`config.mk`:
```
export PLATFORM = sky130hd
export DESIGN_NAME = pixel_cfg_writer
export DESIGN_NICKNAME = d
export VERILOG_FILES = /design/src/rtl/pixel_cfg_writer.sv
export SDC_FILE = /design/constraint.sdc
export NUM_CORES = 1
export LEC_CHECK = 0
export CAP_MARGIN = 20
export CORE_AREA = 2 2 196 159
export CTS_CLUSTER_DIAMETER = 200
export DETAILED_ROUTE_END_ITERATION = 8
export DIE_AREA = 0 0 198 161
export GPL_TIMING_DRIVEN = 0
export HOLD_SLACK_MARGIN = 0.02
export PLACE_DENSITY = 0.74
export RECOVER_POWER = 25
export SLEW_MARGIN = 20
export SYNTH_ARGS = -nofsm -noshare
export SYNTH_HDL_FRONTEND = slang
export SYNTH_SLANG_ARGS = --single-unit
```
`constraint.sdc`:
```
create_clock -name sys_clock -period 2.2 [get_ports sys_clock]
set_input_delay 0.22 -clock sys_clock [delete_from_list [all_inputs] [get_ports sys_clock]]
set_output_delay 0.22 -clock sys_clock [all_outputs]
set_load 0.01 [all_outputs]
```
`src/rtl/pixel_cfg_writer.sv`:
```
// rtl/pixel_cfg_writer.sv - SPI config request to timed one-hot pixel write strobe engine
module pixel_cfg_writer #(
  parameter int NUM_PIXELS = 180,
  parameter int ADDR_W     = 8,
  parameter int DATA_W     = 15,
  parameter int SETUP_CYC  = 1,
  parameter int WR_CYC     = 2,
  parameter int HOLD_CYC   = 1
) (
  input  logic                  sys_clock,
  input  logic                  sys_resetn,
  input  logic [ADDR_W-1:0]     spi_cfg_addr,
  input  logic [DATA_W-1:0]     spi_cfg_data,
  input  logic                  spi_cfg_valid,
  output logic [NUM_PIXELS-1:0] pixel_sel,
  output logic [DATA_W-1:0]     pixel_wdata,
  output logic                  pixel_wren,
  output logic                  cfg_busy,
  output logic                  cfg_addr_err,
  output logic                  cfg_overflow,
  output logic [15:0]           wr_count
);

  localparam int CNT_W = 8;
  localparam logic [CNT_W-1:0]      SETUP_LAST = CNT_W'(SETUP_CYC - 1);
  localparam logic [CNT_W-1:0]      WR_LAST    = CNT_W'(WR_CYC - 1);
  localparam logic [CNT_W-1:0]      HOLD_LAST  = CNT_W'(HOLD_CYC - 1);
  localparam logic [ADDR_W:0]       NUM_PIX_L  = (ADDR_W + 1)'(NUM_PIXELS);
  localparam logic [NUM_PIXELS-1:0] SEL_ONE    = NUM_PIXELS'(1);

  typedef enum logic [1:0] {ST_IDLE, ST_SETUP, ST_WRITE, ST_HOLD} state_t;

  state_t                  state_q, state_d;
  logic [CNT_W-1:0]        cnt_q, cnt_d;
  logic                    valid_q;
  logic [NUM_PIXELS-1:0]   sel_q, sel_d;
  logic [DATA_W-1:0]       wdata_q, wdata_d;
  logic                    wren_q, wren_d;
  logic                    pend_full_q, pend_full_d;
  logic [ADDR_W-1:0]       pend_addr_q, pend_addr_d;
  logic [DATA_W-1:0]       pend_data_q, pend_data_d;
  logic                    err_q, err_d;
  logic                    ovf_q, ovf_d;
  logic [15:0]             count_q, count_d;
  logic                    req;
  logic                    req_taken;

  function automatic logic addr_ok(input logic [ADDR_W-1:0] a);
    return {1'b0, a} < NUM_PIX_L;
  endfunction

  // A request is the rising edge of spi_cfg_valid.
  assign req = spi_cfg_valid & ~valid_q;

  // Next-state logic: phase sequencing, pending pop/push, error flags.
  always_comb begin
    state_d     = state_q;
    cnt_d       = cnt_q;
    sel_d       = sel_q;
    wdata_d     = wdata_q;
    wren_d      = wren_q;
    pend_full_d = pend_full_q;
    pend_addr_d = pend_addr_q;
    pend_data_d = pend_data_q;
    err_d       = 1'b0;
    ovf_d       = 1'b0;
    count_d     = count_q;
    req_taken   = 1'b0;

    case (state_q)
      ST_IDLE: begin
        req_taken = 1'b1;
        if (req) begin
          if (addr_ok(spi_cfg_addr)) begin
            state_d = ST_SETUP;
            cnt_d   = '0;
            sel_d   = SEL_ONE << spi_cfg_addr;
            wdata_d = spi_cfg_data;
          end else begin
            err_d = 1'b1;
          end
        end
      end
      ST_SETUP: begin
        if (cnt_q == SETUP_LAST) begin
          state_d = ST_WRITE;
          cnt_d   = '0;
          wren_d  = 1'b1;
        end else begin
          cnt_d = cnt_q + CNT_W'(1);
        end
      end
      ST_WRITE: begin
        if (cnt_q == WR_LAST) begin
          state_d = ST_HOLD;
          cnt_d   = '0;
          wren_d  = 1'b0;
          count_d = count_q + 16'd1;
        end else begin
          cnt_d = cnt_q + CNT_W'(1);
        end
      end
      ST_HOLD: begin
        if (cnt_q == HOLD_LAST) begin
          cnt_d   = '0;
          state_d = ST_IDLE;
          sel_d   = '0;
          // Pending entry is popped before any same-edge request is looked at.
          if (pend_full_q) begin
            pend_full_d = 1'b0;
            if (addr_ok(pend_addr_q)) begin
              state_d = ST_SETUP;
              sel_d   = SEL_ONE << pend_addr_q;
              wdata_d = pend_data_q;
            end else begin
              err_d = 1'b1;
            end
          end
          // Engine is free again: a same-edge request launches directly.
          if (state_d == ST_IDLE) begin
            req_taken = 1'b1;
            if (req) begin
              if (addr_ok(spi_cfg_addr)) begin
                state_d = ST_SETUP;
                sel_d   = SEL_ONE << spi_cfg_addr;
                wdata_d = spi_cfg_data;
              end else begin
                err_d = 1'b1;
              end
            end
          end
        end else begin
          cnt_d = cnt_q + CNT_W'(1);
        end
      end
      default: state_d = ST_IDLE;
    endcase

    // Requests arriving mid-write go to the pending buffer, or are dropped.
    if (req && !req_taken) begin
      if (!pend_full_d) begin
        pend_full_d = 1'b1;
        pend_addr_d = spi_cfg_addr;
        pend_data_d = spi_cfg_data;
      end else begin
        ovf_d = 1'b1;
      end
    end
  end

  // State and output registers; valid_q resets high so a held valid is not a request.
  always_ff @(posedge sys_clock or negedge sys_resetn) begin
    if (!sys_resetn) begin
      state_q     <= ST_IDLE;
      cnt_q       <= '0;
      valid_q     <= 1'b1;
      sel_q       <= '0;
      wdata_q     <= '0;
      wren_q      <= 1'b0;
      pend_full_q <= 1'b0;
      pend_addr_q <= '0;
      pend_data_q <= '0;
      err_q       <= 1'b0;
      ovf_q       <= 1'b0;
      count_q     <= '0;
    end else begin
      state_q     <= state_d;
      cnt_q       <= cnt_d;
      valid_q     <= spi_cfg_valid;
      sel_q       <= sel_d;
      wdata_q     <= wdata_d;
      wren_q      <= wren_d;
      pend_full_q <= pend_full_d;
      pend_addr_q <= pend_addr_d;
      pend_data_q <= pend_data_d;
      err_q       <= err_d;
      ovf_q       <= ovf_d;
      count_q     <= count_d;
    end
  end

  assign pixel_sel    = sel_q;
  assign pixel_wdata  = wdata_q;
  assign pixel_wren   = wren_q;
  assign cfg_busy     = (state_q != ST_IDLE) | pend_full_q;
  assign cfg_addr_err = err_q;
  assign cfg_overflow = ovf_q;
  assign wr_count     = count_q;

endmodule

```
# == After elaboration in Yosys (flattened, before gate mapping) ==
# Cells that the tools add are included.
# classes
bitwise_logic,4
magnitude_cmp,2
mux,56
n_addsub,2
div_mod_pow,0
multipliers,0
reduce_logical,15
shift,2
n_eq_ne,9
# ops
operator,count
$mux 180,8
$pmux 180 s2,1
$shl 1x8->180 const A,2
$mux 15,8
$mux 8,4
$pmux 15 s2,1
$pmux 8 s3,1
$mux 2,10
$mux 1,19
$add 16x1->16 const B,1
$lt 8x8->1 const B,2
$ne 2x2->1 const B,5
$add 8x1->8 const B,1
$eq 8x1->1 const B,1
$logic_not 8->1,1
$pmux 2 s4,1
$pmux 1 s2,3
$reduce_and 2->1,3
$reduce_bool 2->1,3
$reduce_and 5->1,1
$eq 2x2->1 const B,2
$logic_not 2->1,2
$reduce_and 4->1,1
$reduce_and 3->1,1
other kinds (7),8
# word_totals
ram_bits,0
elab_cells,102
out_inout_bits,215
inputBits,26
mem_count,0
rom_bits,0
latch_bits,0
regBits,249

# == Logic depth before layout (Yosys ltp) ==
# Gate-level depths: netlist of run 1.
# logic_depth
ltp_word,12
depth_mapped,9
ltp_nobuf,7

# == Least setup slack after synthesis of run 1 ==
# No wires, ideal clock.
# synth_path
kind,register -> register
startpoint,register cnt_q[0]
endpoint,"register sel_q[16], in the netlist pixel_sel[16]"
required_time_ns,2.081
setup_time_ns,0.119
setup_slack_ns,-0.249
stages_incl_launch_ff,10
n_path_buf,2
arrival_time_ns,2.331
synth_period_minus_slack_ns,2.449
cell_sequence,dfrtp_1 > inv_1 > ha_1 > or4b_1 > or2_1 > a211oi_2 > buf_4 > buf_2 > o221ai_1 > o21a_1
# synth_via
elab_chain_len,3
# synth_rtl
element,line_no,text
"start, declared",34,"logic [CNT_W-1:0] cnt_q, cnt_d;"
"start signal, assigned",168,cnt_q <= cnt_d;
$logic_not 8->1,104,if (cnt_q == HOLD_LAST) begin
$ne 2x2->1 (no source line),n/a,
$reduce_and 4->1 (no source line),n/a,
"end signal, assigned",170,sel_q <= sel_d;
"end, declared",36,"logic [NUM_PIXELS-1:0] sel_q, sel_d;"
# No other way between the ends.
# A chain may end at the register's enable or synchronous reset.

# == Worst setup path after layout of run 1 ==
# layout_path
startpoint,register cnt_q[1]
endpoint,"register sel_q[3], in the netlist pixel_sel[3]"
# The elaborated chain is that of the path after synthesis.

==> flow_summary.json, run 1 <==
{
  "slowest_stage": "or4b_4",
  "placed_area_sq_um": 14900,
  "synthMuxAreaShare_pct": 2.38,
  "post-route-period-util_pct": 119,
  "clk_latency_ps": 570,
  "grt_max_degree": 89,
  "fin_setup_tns_ps": -61020,
  "coreArea_sq_um": 30000,
  "rows": 57,
  "crit_type": "reg2reg",
  "yosys_warnings": 0,
  "final.setup.worst_slack_ps": -418,
  "grt_pass1_wl_um": 66000,
  "fmax_ghz": 0.382,
  "multiInputGateArea_sq_um": 6410,
  "required_ps": 2640,
  "clockRootBuffer": "clkbuf_16",
  "path_clk_slew_ps": 60,
  "ys_seq_area_share_pct": 52.7,
  "slew_headroom_pct": 22.8,
  "gp_congestion": 0.984,
  "cts_buffers": 27,
  "leakage_nw": 6.85,
  "finalSetupViolations": 206,
  "max-cap-violations": 0,
  "gr-usage-met2_pct": 39.8,
  "drc_errors": 0,
  "slew_violations": 0,
  "synth_top_area_share_pct": 52.5,
  "synth.area.top_cells": "dfrtp_1, o221ai_1, o21a_1",
  "vias": 11611,
  "tightest_slew_ps": 1160,
  "io_buffers": 238,
  "hold_viol_final": 0,
  "rsz0062_at_grt": "true",
  "netlist-cell-type-count": 54,
  "violations": "setup timing",
  "critPathTopFamily": "simple AND/OR/NAND/NOR gates",
  "placed_cells": 1756,
  "htreeDepth": 1,
  "stdcell_area_sq_um": 18300,
  "met1_usage_pct": 38.5,
  "drt_iter0_markers": 1171,
  "syn-cell-area_sq_um": 11800,
  "period_needed_ps": 2620,
  "wl_per_cell_um": 25.5,
  "crit_arrival_ps": 3060,
  "drt_wl_total_um": 47200,
  "crit_fanout": 7,
  "die_x_um": 198,
  "skew_ps": 26.4,
  "firstDrtPassIters": 5,
  "synth.most_common_cell": "dfrtp_1",
  "power_density_nw_per_um2": 2010,
  "syn_nets": 1138,
  "crit_buf_inv": 4,
  "yosys.area_share.simple_pct": 10.1,
  "synth_fa_ha_area_share_pct": 0.952,
  "initial_utilization_pct": 39.4,
  "cp_common_cell": "buf_12",
  "yosysTopAreaCell": "dfrtp_1",
  "finalPower_mw": 36.9,
  "area_growth_syn_to_layout_pct": 54.8,
  "routed_via_density": 6.26,
  "nets": 1461,
  "slowest_delay_ps": 460,
  "antenna_cells": 0,
  "grt_overflow": 0,
  "drive_gt1_share_pct": 26.1,
  "pin_count": 241,
  "dpl.hpwl_um": 31100,
  "syn_inst": 1103,
  "avgSynthCellArea_sq_um": 10.7,
  "die_y_um": 161,
  "cts_tree": "done",
  "grt_pass1_vias": 11036,
  "ir_worst_vdd_v": 0.00105,
  "synth_xor_area_share_pct": 1.19,
  "cp_cell_sequence": "inv_2, ha_4, or4b_4, or2_4, a211oi_4, buf_12, clkbuf_16, buf_12, o221ai_1, o21a_1",
  "hp-class": "in2reg",
  "antenna_found_initial": 0,
  "crit_path_start_kind": "flop",
  "synth_compound_area_share_pct": 28.5,
  "synth_ff_type": "dfrtp_1",
  "grtUsageTotal_pct": 26.9,
  "synth_edf_count": 0,
  "grt_util_met3_pct": 7.43,
  "finalNonFillerCells": 1856,
  "cts_sinks": 249,
  "synthTopCellsByCount": "dfrtp_1, o21a_1, o221ai_1, nand2_1, clkbuf_1",
  "nFillCells": 2310,
  "synth_async_sr_flop_share_pct": 100,
  "synth_top_family_by_area": "compound AO/OA/AOI/OAI gates",
  "regArea_sq_um": 6240,
  "ant_nets": 0,
  "clk_path_buf_depth": 3,
  "die-area_sq_um": 31900,
  "yosys_register_bits": 249,
  "worst_setup_path_end_kind": "flop",
  "status": "complete, but fails checks",
  "gr-max-usage-layer": "met2"
}
## final timing paths
| path | startpoint | end | slack [ps] | cells after the start |
|---|---|---|---|---|
| min reg2reg | wr_count[15]$_DFFE_PN0P_ | wr_count[15]$_DFFE_PN0P_ | 460 | 1 |
| max | cnt_q[1]$_DFFE_PN0P_ | pixel_sel[3]$_DFFE_PN0P_ | -420 | 10 |
| min | spi_cfg_valid | valid_q$_DFF_PN1_ | 290 | 1 |
| min in group asynchronous | sys_resetn | pend_data_q[10]$_DFFE_PN0P_ | 450 | 2 |
| max in group asynchronous | sys_resetn | pixel_sel[68]$_DFFE_PN0P_ | 330 | 3 |
| max reg2reg | cnt_q[1]$_DFFE_PN0P_ | pixel_sel[3]$_DFFE_PN0P_ | -420 | 10 |
## layout by cell type (no fill, tap or decap), types with 15 or more instances in the layout
cell | Yosys | final
buf_4 | 1 | 34
nand2b_1 | 15 | 15
mux2_2 | 25 | 25
o221ai_2 | 0 | 54
a21oi_2 | 0 | 15
o221ai_1 | 119 | 45
o21ai_1 | 1 | 33
nand2_2 | 0 | 20
nand3_1 | 36 | 27
clkdlybuf4s50_1 | 0 | 236
clkbuf_1 | 72 | 49
buf_12 | 0 | 16
o221ai_4 | 0 | 20
a22oi_1 | 15 | 15
o21a_1 | 120 | 120
nor2_1 | 44 | 28
nand2_1 | 95 | 74
nor2b_1 | 17 | 16
clkbuf_16 | 0 | 47
dfrtp_1 | 248 | 245
o32a_1 | 48 | 48
## report_power, final
group,switching (mW),internal (mW)
sequential,1.46,6.56
clock,1.95,2.71
combinational,11.7,12.6
total,15.1,21.8
## cell type report
cell class,instances,share of cell area (%)
Sequential cell,249,34.1
Buffer,110,5.09
Tap cell,413,2.82
Timing Repair Buffer,296,17.9
Clock buffer,36,4.04
Clock inverter,10,0.813
Multi-Input combinational cell,732,35.0
Inverter,10,0.205
## cell families (layout without fill, tap and decap cells)
| family | after synthesis | count (layout) |
|---|---|---|
| compound gates | 430 | 430 |
| simple gates | 252 | 252 |
| flops | 249 | 249 |
| buf+inv | 122 | 462 |
| mux | 25 | 25 |
| xor+xnor | 16 | 16 |
| fa+ha+maj | 9 | 9 |
## metrics by stage
step,hold slack [ps],setup slack [ps],utilization (%)
after floorplan,-75.6,-72.5,-
after global placement,456,-9480,49.4
after detailed placement,279,-739,49.6
after CTS,165,-319,56.0
after global routing,298,-459,61.0
final,290,-418,61.0
## flip-flops by register name (all words and copies together) (netlist names)
name,flops
pixel_sel,180
wr_count,16
pend_data_q,15
pixel_wdata,15
cnt_q,8
pend_addr_q,8
state_q,2
cfg_addr_err,1
cfg_overflow,1
pend_full_q,1
pixel_wren,1
valid_q,1
## layer usage
metal | up-vias | share of wire [%]
li1 | 4910 | -
met1 | 5760 | 42
met2 | 777 | 43
met3 | 164 | 11
met4 | 0 | 4.0
met5 | - | 0
## repair_timing
| item | 4_1_cts | 5_1_grt |
|---|---|---|
| endpoints found under the setup margin | 230 | 234 |
| endpoints found under the hold margin | 80 | 0 |
| gates cloned | 6 | 19 |
| buffers inserted | 13 | 18 |
| resized for setup | 180 | 212 |
| hold buffers | 1 | 0 |
| pin swaps | 6 | 13 |
Power figures use the tool's default switching activity.
==> run 2, diff against run 1 <==
--- a/config.mk
+++ b/config.mk
@@ -7,7 +7,6 @@
 export LEC_CHECK = 0
 export CAP_MARGIN = 20
 export CORE_AREA = 2 2 196 159
-export CTS_CLUSTER_DIAMETER = 200
 export DETAILED_ROUTE_END_ITERATION = 8
 export DIE_AREA = 0 0 198 161
 export GPL_TIMING_DRIVEN = 0
==> results of run 2 <==
Same layout as run 1: the final DEF is identical, and so are final timing and power.
==> run 3, diff against run 2 <==
--- a/config.mk
+++ b/config.mk
@@ -5,10 +5,9 @@
 export SDC_FILE = /design/constraint.sdc
 export NUM_CORES = 1
 export LEC_CHECK = 0
-export CAP_MARGIN = 20
-export CORE_AREA = 2 2 196 159
+export CORE_AREA = 2 2 144 216
 export DETAILED_ROUTE_END_ITERATION = 8
-export DIE_AREA = 0 0 198 161
+export DIE_AREA = 0 0 146 218
 export GPL_TIMING_DRIVEN = 0
 export HOLD_SLACK_MARGIN = 0.02
 export PLACE_DENSITY = 0.74
==> flow_summary.json, run 3 (synthesis gave the netlist of run 1 again) <==
{
  "status": "complete, but fails checks",
  "violations": "setup timing",
  "gp_congestion": 0.957,
  "final_common_cell": "dfrtp_1",
  "crit_path_start_kind": "flop",
  "clk_path_buf_depth": 3,
  "ir_worst_vdd_v": 0.00117,
  "worst_setup_path_end_kind": "flop",
  "drt_iter0_markers": 1338,
  "antenna_found_initial": 1,
  "grt_max_degree": 93,
  "cts_tree": "done",
  "die_x_um": 146,
  "grt_pass1_wl_um": 64900,
  "slew_violations": 0,
  "ant_nets": 0,
  "mostFrequentLayoutCells": "dfrtp_1, clkdlybuf4s50_1, o21a_1",
  "crit_fanout": 10,
  "nets": 1444,
  "path_clk_slew_ps": 70,
  "final.setup.worst_slack_ps": -418,
  "finalNonFillerCells": 1827,
  "initial_utilization_pct": 39.3,
  "grtUsageTotal_pct": 26.2,
  "vias": 11520,
  "drive_gt1_share_pct": 23.0,
  "grt_pass1_vias": 10965,
  "drc_errors": 0,
  "rows": 78,
  "cts_buffers": 24,
  "largest_reg_flops": 180,
  "die-area_sq_um": 31800,
  "coreArea_sq_um": 30100,
  "fin_setup_tns_ps": -56630,
  "rsz0062_at_grt": "true",
  "drt_wl_total_um": 46200,
  "pin_count": 241,
  "dp_slack_ps": -751,
  "hp-class": "in2reg",
  "grt_overflow": 0,
  "routed_via_density": 6.31,
  "io_buffers": 238,
  "nFillCells": 2480,
  "max-cap-violations": 0,
  "power_density_nw_per_um2": 1960,
  "leakage_nw": 6.64,
  "tightest_slew_ps": 1150,
  "finalPower_mw": 34.6,
  "wl_per_cell_um": 25.3,
  "fin_hold_ws_ps": 296,
  "placed_cells": 1743,
  "die_y_um": 218,
  "post-route-period-util_pct": 119,
  "area_growth_syn_to_layout_pct": 49.5,
  "skew_ps": 15.0,
  "required_ps": 2630,
  "htreeDepth": 1,
  "crit_arrival_ps": 3050,
  "clk_latency_ps": 550,
  "period_needed_ps": 2620,
  "fmax_ghz": 0.382,
  "clockRootBuffer": "clkbuf_16",
  "slew_headroom_pct": 23.6,
  "hold_viol_final": 0,
  "crit_type": "reg2reg",
  "cts_sinks": 249,
  "firstDrtPassIters": 6,
  "finalSetupViolations": 195,
  "dpl.hpwl_um": 30900
}
run 3: cell count changes in the layout (fill, tap and decap cells not counted), sizes merged:
cell	delta
buf	-4
bufbuf	+1
clkbuf	-11
clkinv	-2
diode	+1
inv	-1
run 3: worst max-delay path: stages (launching register included):
cell	delay, ps
dfrtp_1	400
inv_2	90
ha_4	140
or4b_4	470
or2_4	270
a211oi_4	300
buf_12	180
buf_12	150
buf_12	150
o221ai_2	180
o21a_1	180
run 3: timing repair:
action,CTS,global route
hold buffers,1,0
hold endpoints to repair,81,0
setup buffers,7,17
endpoints found under the setup margin,228,241
pin swaps,1,6
cloned,2,14
gates resized for setup,107,221
run 3: worst paths after layout:
path | startpoint | endpoint | slack, ps | cells past startpoint
setup / recovery | cnt_q[0]$_DFFE_PN0P_ | pixel_sel[5]$_DFFE_PN0P_ | -420 | 10
hold / removal | spi_cfg_valid | valid_q$_DFF_PN1_ | 300 | 1
setup reg to reg | cnt_q[0]$_DFFE_PN0P_ | pixel_sel[5]$_DFFE_PN0P_ | -420 | 10
hold reg to reg | wr_count[15]$_DFFE_PN0P_ | wr_count[15]$_DFFE_PN0P_ | 470 | 1
max in group asynchronous | sys_resetn | cnt_q[4]$_DFFE_PN0P_ | 240 | 4
min in group asynchronous | sys_resetn | pixel_sel[119]$_DFFE_PN0P_ | 470 | 2
run 3: per-stage QoR:
stage	area [sq um]	utilization (%)
2_1_floorplan	11900	-
3_3_place_gp	14800	49.3
3_5_place_dp	14900	49.5
4_1_cts	16300	54.1
5_1_grt	17700	58.8
6_report	17700	58.8
run 3: power by group:
part | leakage, nW | switching [mW] | internal, mW
Clock | 0.408 | 1.83 | 2.63
Combinational | 3.10 | 10.9 | 11.2
Sequential | 3.13 | 1.48 | 6.56
run 3: layer usage:
layer	part of all wire, %	wire length, um	global-route usage (%)
met5	0	0	0
met1	35	16300	31.0
met2	49	22500	45.5
met3	8.7	4020	3.74
met4	7.2	3340	15.5
run 3: area by class of cell:
cell class,count,area [sq um],share of cell area [%]
inverter,10,37.5,0.212
tap,400,500,2.83
clock inverter,7,115,0.651
buffer,111,891,5.04
timing repair buffer,281,3040,17.2
sequential,249,6240,35.3
clock buffer,36,727,4.11
multi-input combinational,732,6130,34.7
antenna,1,2.50,0.0142
